$ cat config.mk
export PLATFORM = sky130hd
export DESIGN_NAME = i2s_rx_frame_assembler
export DESIGN_NICKNAME = d
export VERILOG_FILES = /design/src/rtl/i2s_rx_frame_assembler.sv
export SDC_FILE = /design/constraint.sdc
export NUM_CORES = 1
export LEC_CHECK = 0
export ABC_AREA = 1
export ABC_CLOCK_PERIOD_IN_PS = 10940
export CAP_MARGIN = 5
export CORE_UTILIZATION = 55
export DETAILED_ROUTE_END_ITERATION = 8
export GPL_ROUTABILITY_DRIVEN = 0
export PLACE_DENSITY = 0.76
export SKIP_CTS_REPAIR_TIMING = 1
export SYNTH_ARGS = -nofsm -noshare
export SYNTH_HDL_FRONTEND = slang
export SYNTH_SLANG_ARGS = --single-unit
$ cat constraint.sdc
create_clock -name mclk -period 10.94 [get_ports mclk]
set_clock_uncertainty 0.2 [all_clocks]
set_input_delay 2.188 -clock mclk [delete_from_list [all_inputs] [get_ports mclk]]
set_output_delay 2.188 -clock mclk [all_outputs]
set_load 0.02 [all_outputs]
$ cat src/rtl/i2s_rx_frame_assembler.sv
// Pairs I2S left/right samples into stereo frames and buffers them in a show-ahead FIFO.
// Ports:
//   mclk, rst_n       - clock (rising edge) and synchronous active-low reset
//   in_data/in_valid/in_lrclk - sample word, level-valid (rising edge = new sample), channel
//   out_left/out_right/out_valid/out_ready - head frame stream toward the FIR datapath
//   level             - number of buffered frames
//   clear_flags       - pulse clearing sync_err and overflow
//   sync_err/overflow - sticky channel-order and dropped-frame flags
module i2s_rx_frame_assembler #(
    parameter int unsigned BIT_DEPTH  = 24,
    parameter int unsigned FIFO_DEPTH = 4
) (
    input  logic                          mclk,
    input  logic                          rst_n,
    input  logic [BIT_DEPTH-1:0]          in_data,
    input  logic                          in_valid,
    input  logic                          in_lrclk,
    output logic [BIT_DEPTH-1:0]          out_left,
    output logic [BIT_DEPTH-1:0]          out_right,
    output logic                          out_valid,
    input  logic                          out_ready,
    output logic [$clog2(FIFO_DEPTH):0]   level,
    input  logic                          clear_flags,
    output logic                          sync_err,
    output logic                          overflow
);

    localparam int unsigned AW = $clog2(FIFO_DEPTH);
    localparam int unsigned LW = AW + 1;

    typedef enum logic {
        WAIT_LEFT  = 1'b0,
        WAIT_RIGHT = 1'b1
    } state_t;

    state_t                 state, state_nxt;
    logic                   in_valid_q;
    logic                   cap;
    logic [BIT_DEPTH-1:0]   left_hold;
    logic                   hold_load;
    logic                   push_req;
    logic                   sync_set;

    logic [BIT_DEPTH-1:0]   mem_left  [FIFO_DEPTH];
    logic [BIT_DEPTH-1:0]   mem_right [FIFO_DEPTH];
    logic [AW-1:0]          wr_ptr, rd_ptr, rd_nxt;
    logic [LW-1:0]          level_nxt;
    logic                   full, pop, push_ok, ovf_set;

    // A held-high in_valid produces a single capture on its rising edge.
    assign cap = in_valid & ~in_valid_q;

    // State register.
    always_ff @(posedge mclk) begin
        if (!rst_n) state <= WAIT_LEFT;
        else        state <= state_nxt;
    end

    // Channel-pairing decisions, only on a capture event.
    always_comb begin
        state_nxt = state;
        hold_load = 1'b0;
        push_req  = 1'b0;
        sync_set  = 1'b0;
        if (cap) begin
            case (state)
                WAIT_LEFT: begin
                    if (!in_lrclk) begin
                        hold_load = 1'b1;
                        state_nxt = WAIT_RIGHT;
                    end else begin
                        sync_set = 1'b1;
                    end
                end
                WAIT_RIGHT: begin
                    if (in_lrclk) begin
                        push_req  = 1'b1;
                        state_nxt = WAIT_LEFT;
                    end else begin
                        // Newest left sample replaces the orphaned one.
                        sync_set  = 1'b1;
                        hold_load = 1'b1;
                    end
                end
                default: state_nxt = WAIT_LEFT;
            endcase
        end
    end

    // FIFO control: a pop frees the slot a same-cycle push needs when full.
    always_comb begin
        full      = (level == LW'(FIFO_DEPTH));
        pop       = out_valid & out_ready;
        push_ok   = push_req & (~full | pop);
        ovf_set   = push_req & full & ~pop;
        rd_nxt    = pop ? rd_ptr + AW'(1) : rd_ptr;
        level_nxt = level + LW'(push_ok) - LW'(pop);
    end

    // Frame storage; contents need no reset since outputs are separately registered.
    always_ff @(posedge mclk) begin
        if (push_ok) begin
            mem_left[wr_ptr]  <= left_hold;
            mem_right[wr_ptr] <= in_data;
        end
    end

    // Pointers, level, capture history and held left sample.
    always_ff @(posedge mclk) begin
        if (!rst_n) begin
            in_valid_q <= 1'b0;
            left_hold  <= '0;
            wr_ptr     <= '0;
            rd_ptr     <= '0;
            level      <= '0;
            out_valid  <= 1'b0;
        end else begin
            in_valid_q <= in_valid;
            if (hold_load) left_hold <= in_data;
            if (push_ok)   wr_ptr    <= wr_ptr + AW'(1);
            rd_ptr    <= rd_nxt;
            level     <= level_nxt;
            out_valid <= (level_nxt != '0);
        end
    end

    // Registered copy of the next head frame; holds when the FIFO goes empty.
    always_ff @(posedge mclk) begin
        if (!rst_n) begin
            out_left  <= '0;
            out_right <= '0;
        end else if (level_nxt != '0) begin
            if (push_ok && (rd_nxt == wr_ptr) && (level_nxt == LW'(1))) begin
                out_left  <= left_hold;
                out_right <= in_data;
            end else begin
                out_left  <= mem_left[rd_nxt];
                out_right <= mem_right[rd_nxt];
            end
        end
    end

    // Sticky flags; a same-cycle set beats clear_flags.
    always_ff @(posedge mclk) begin
        if (!rst_n) begin
            sync_err <= 1'b0;
            overflow <= 1'b0;
        end else begin
            sync_err <= sync_set | (sync_err & ~clear_flags);
            overflow <= ovf_set  | (overflow & ~clear_flags);
        end
    end

endmodule

==> flow_metrics.env <==
export IMPL_async_flop_share_pct=0
export IMPL_ys_warn_count=0
export IMPL_cts_tree="built"
export IMPL_cp_top_family="buffers and inverters"
export IMPL_path_cells="clkdlybuf4s50_1, nand2_1, nand3_1, nand2_2, ha_1, inv_1, ha_1, fa_1, nand3b_1, nand2_1, inv_1, nand2_1, nand2_1, inv_2, nand3_1, nand2_1"
export IMPL_cp_common_cell="nand2_1"
export IMPL_ys_seq_area_share_pct=67.0
export IMPL_internal_power_mw=1.97
export IMPL_worst_path_buf_inv=4
export IMPL_n_fill_cell=1514
export IMPL_dp_hpwl_um=12700
export IMPL_switching_power_mw=0.958
export IMPL_synth_top_area_share_pct=51.9
export IMPL_final_nets=1208
export IMPL_critical_path_required_ns=11.20
export IMPL_cp_start_kind="input pin"
export IMPL_synth_cells=1108
export IMPL_p_leak_nw=5.14
export IMPL_p_seq_share_pct=42.6
export IMPL_finalCriticalPeriod_ns=5.56
export IMPL_seq_area_um2=7450
export IMPL_antenna_found_initial=0
export IMPL_wl_per_cell_um=17.0
export IMPL_pwr_share_clk_pct=30.2
export IMPL_vias_per_cell=5.45
export IMPL_yosysMostFrequentCell="nand2_1"
export IMPL_period_share_pct=50.8
export IMPL_endpoint_kind="flop"
export IMPL_multiInputGateArea_um2=3100
export IMPL_grtUsageTotal_pct=24.9
export IMPL_combPwrFrac_pct=27.2
export IMPL_area_delta_synth_final_pct=16.3
export IMPL_grt_pass1_vias=7576
export IMPL_yosys_most_used_dff="edfxtp_1"
export IMPL_clock_sinks=276
export IMPL_cap_violations=0
export IMPL_fp_dieW_um=144
export IMPL_worstHoldPathType="reg -> reg"
export IMPL_numCtsBuffers=27
export IMPL_vdd_drop_max_mv=0.192
export IMPL_ys_top_cells_by_count="nand2_1, nand3_1, edfxtp_1, dfxtp_1, inv_1"
export IMPL_clock_latency_ns=0.53
export IMPL_crit_arrival_ns=5.82
export IMPL_total_power_mw=2.93
export IMPL_hold_viol_final=0
export IMPL_synth_edf_count=192
export IMPL_grt_max_degree=69
export IMPL_place_area_um2=12100
export IMPL_die_h_um=144
export IMPL_synth_cell_types=23
export IMPL_power_density_nw_per_um2=226
export IMPL_route_detailed_drc=0
export IMPL_syn_area_um2=11100
export IMPL_synth_area_leaders="edfxtp_1, dfxtp_1, nand2_1"
export IMPL_final_area_um2=12900
export IMPL_grt_ovfl_total=0
export IMPL_crit_slowest_cell="inv_2"
export IMPL_floorplan_initialDensity_pct=56.5
export IMPL_ant_nets=0
export IMPL_synth_seq_cells=276
export IMPL_cts_buffer_depth=3
export IMPL_cp_max_fo=49
export IMPL_slew_violations=0
export IMPL_whs_ns=0.248
export IMPL_root_buffer="clkbuf_16"
export IMPL_wirelength_um=24700
export IMPL_rsz0062_at_grt="no"
export IMPL_core_area_um2=19700
export IMPL_avgSynthCellArea_um2=10.0
export IMPL_io_pin_count=84
export IMPL_yosysTopAreaCell="edfxtp_1"
export IMPL_io_buffers=83
export IMPL_vias=7921
export IMPL_grt_pass1_wl_um=39400
export IMPL_switching_share_pct=32.7
export IMPL_n_antenna_cell=0
export IMPL_worst_pin_slew_ns=1.07
export IMPL_finalSetupTns_ns=0
export IMPL_clkSlewWorstSetupHoldPaths_ns=0.06
export IMPL_die_area_um2=20800
export IMPL_max_clock_freq_mhz=180
export IMPL_first_pass_iters=5
export IMPL_slew_headroom_pct=28.9
export IMPL_drive_above_1_share_pct=5.89
export IMPL_max_stage_delay_ns=0.77
export IMPL_status="finished clean"
export IMPL_rows=51
export IMPL_setup_violations=0
export IMPL_drt_initial_drc_count=606
export IMPL_synthesis_nets=1146
export IMPL_path_class="in -> reg"
export IMPL_cts_htree_levels=1
==> placed cells by master (no fill, tap or decap) <==
cell	instances
nor3_1	1
nand3_1	200
inv_2	3
nor2_4	7
clkbuf_16	27
clkinv_2	7
clkinvlp_4	2
nand2_2	3
nor2_1	9
inv_1	70
nand4_1	2
edfxtp_1	192
clkbuf_1	7
ha_1	7
a21oi_1	29
or2_1	1
buf_4	13
bufinv_16	2
clkdlybuf4s50_1	83
nand3_2	2
nand2_4	1
dfxtp_1	84
nand3b_1	1
nand2_1	406
clkinv_4	3
o21ai_0	26
fa_1	1
==> path summary, 6_finish.rpt <==
path                                                from                        end  slack (ns)  depth (start not counted)
worst max-delay path                           out_ready  out_left[14]$_SDFFE_PN0P_        5.38                         16
worst max register to register      out_valid$_SDFF_PN0_  out_left[14]$_SDFFE_PN0P_        7.13                         15
worst min-delay path            out_left[8]$_SDFFE_PN0P_   out_left[8]$_SDFFE_PN0P_        0.25                          2
worst min register to register  out_left[8]$_SDFFE_PN0P_   out_left[8]$_SDFFE_PN0P_        0.25                          2
==> routing by layer <==
metal	wire (µm)	track usage, %	vias to the layer above
met3	1770	2.95	34
met5	0	0	-
li1	-	-	3807
met2	12000	42.1	308
met4	456	7.20	0
met1	10500	34.0	3772
==> through the flow <==
| step | std cells | util (%) | worst slack [ns] |
|---|---|---|---|
| floorplan | 1108 | - | 5.62 |
| global placement | 1406 | 61.5 | 4.99 |
| detailed placement | 1406 | 61.5 | 4.90 |
| CTS | 1454 | 65.7 | 5.40 |
| global route | 1454 | 65.7 | 5.04 |
| finish | 1454 | 65.7 | 5.38 |
==> sequential cells by signal, indices dropped and copies added, names as in the netlist <==
register / flops
out_valid: 1
level: 3
out_right: 24
overflow: 1
left_hold: 24
out_left: 24
wr_ptr: 2
rd_ptr: 2
in_valid_q: 1
state: 1
sync_err: 1
mem_right: 96
mem_left: 96
==> worst register-to-register path: stages (launching register included) <==
cell	delay (ns)
dfxtp_1	0.44
nand2_1	0.15
nand3_1	0.17
nand2_2	0.21
ha_1	0.35
inv_1	0.04
ha_1	0.19
fa_1	0.40
nand3b_1	0.18
nand2_1	0.10
inv_1	0.06
nand2_1	0.11
nand2_1	0.08
inv_2	0.77
nand3_1	0.20
nand2_1	0.10
==> logic make-up after synthesis <==
kind of cell               Yosys count  synth area share [%]
AOI/OAI and AO/OA                   55                  2.48
adders and majority gates            8                 0.968
buffers and inverters              136                  5.56
DFF                                276                  67.0
and+or+nand+nor                    633                  24.0
==> layout make-up <==
type | count | area share, %
inverters | 73 | 2.12
clock buffers | 34 | 5.43
multi-input cells | 696 | 24.0
well taps | 265 | 2.57
clock inverters | 14 | 1.06
repair buffers | 96 | 7.19
flip-flops and latches | 276 | 57.6
==> power by group through the flow <==
stage / Clock (mW) / Sequential, mW / Combinational, mW
floorplan: 0 / 1.33 / 0.463
global placement: 0 / 1.27 / 0.779
detailed placement: 0 / 1.27 / 0.793
CTS: 0.890 / 1.25 / 0.801
global route: 0.931 / 1.25 / 0.889
finish: 0.883 / 1.25 / 0.796
(Power assumes the default switching activity.)
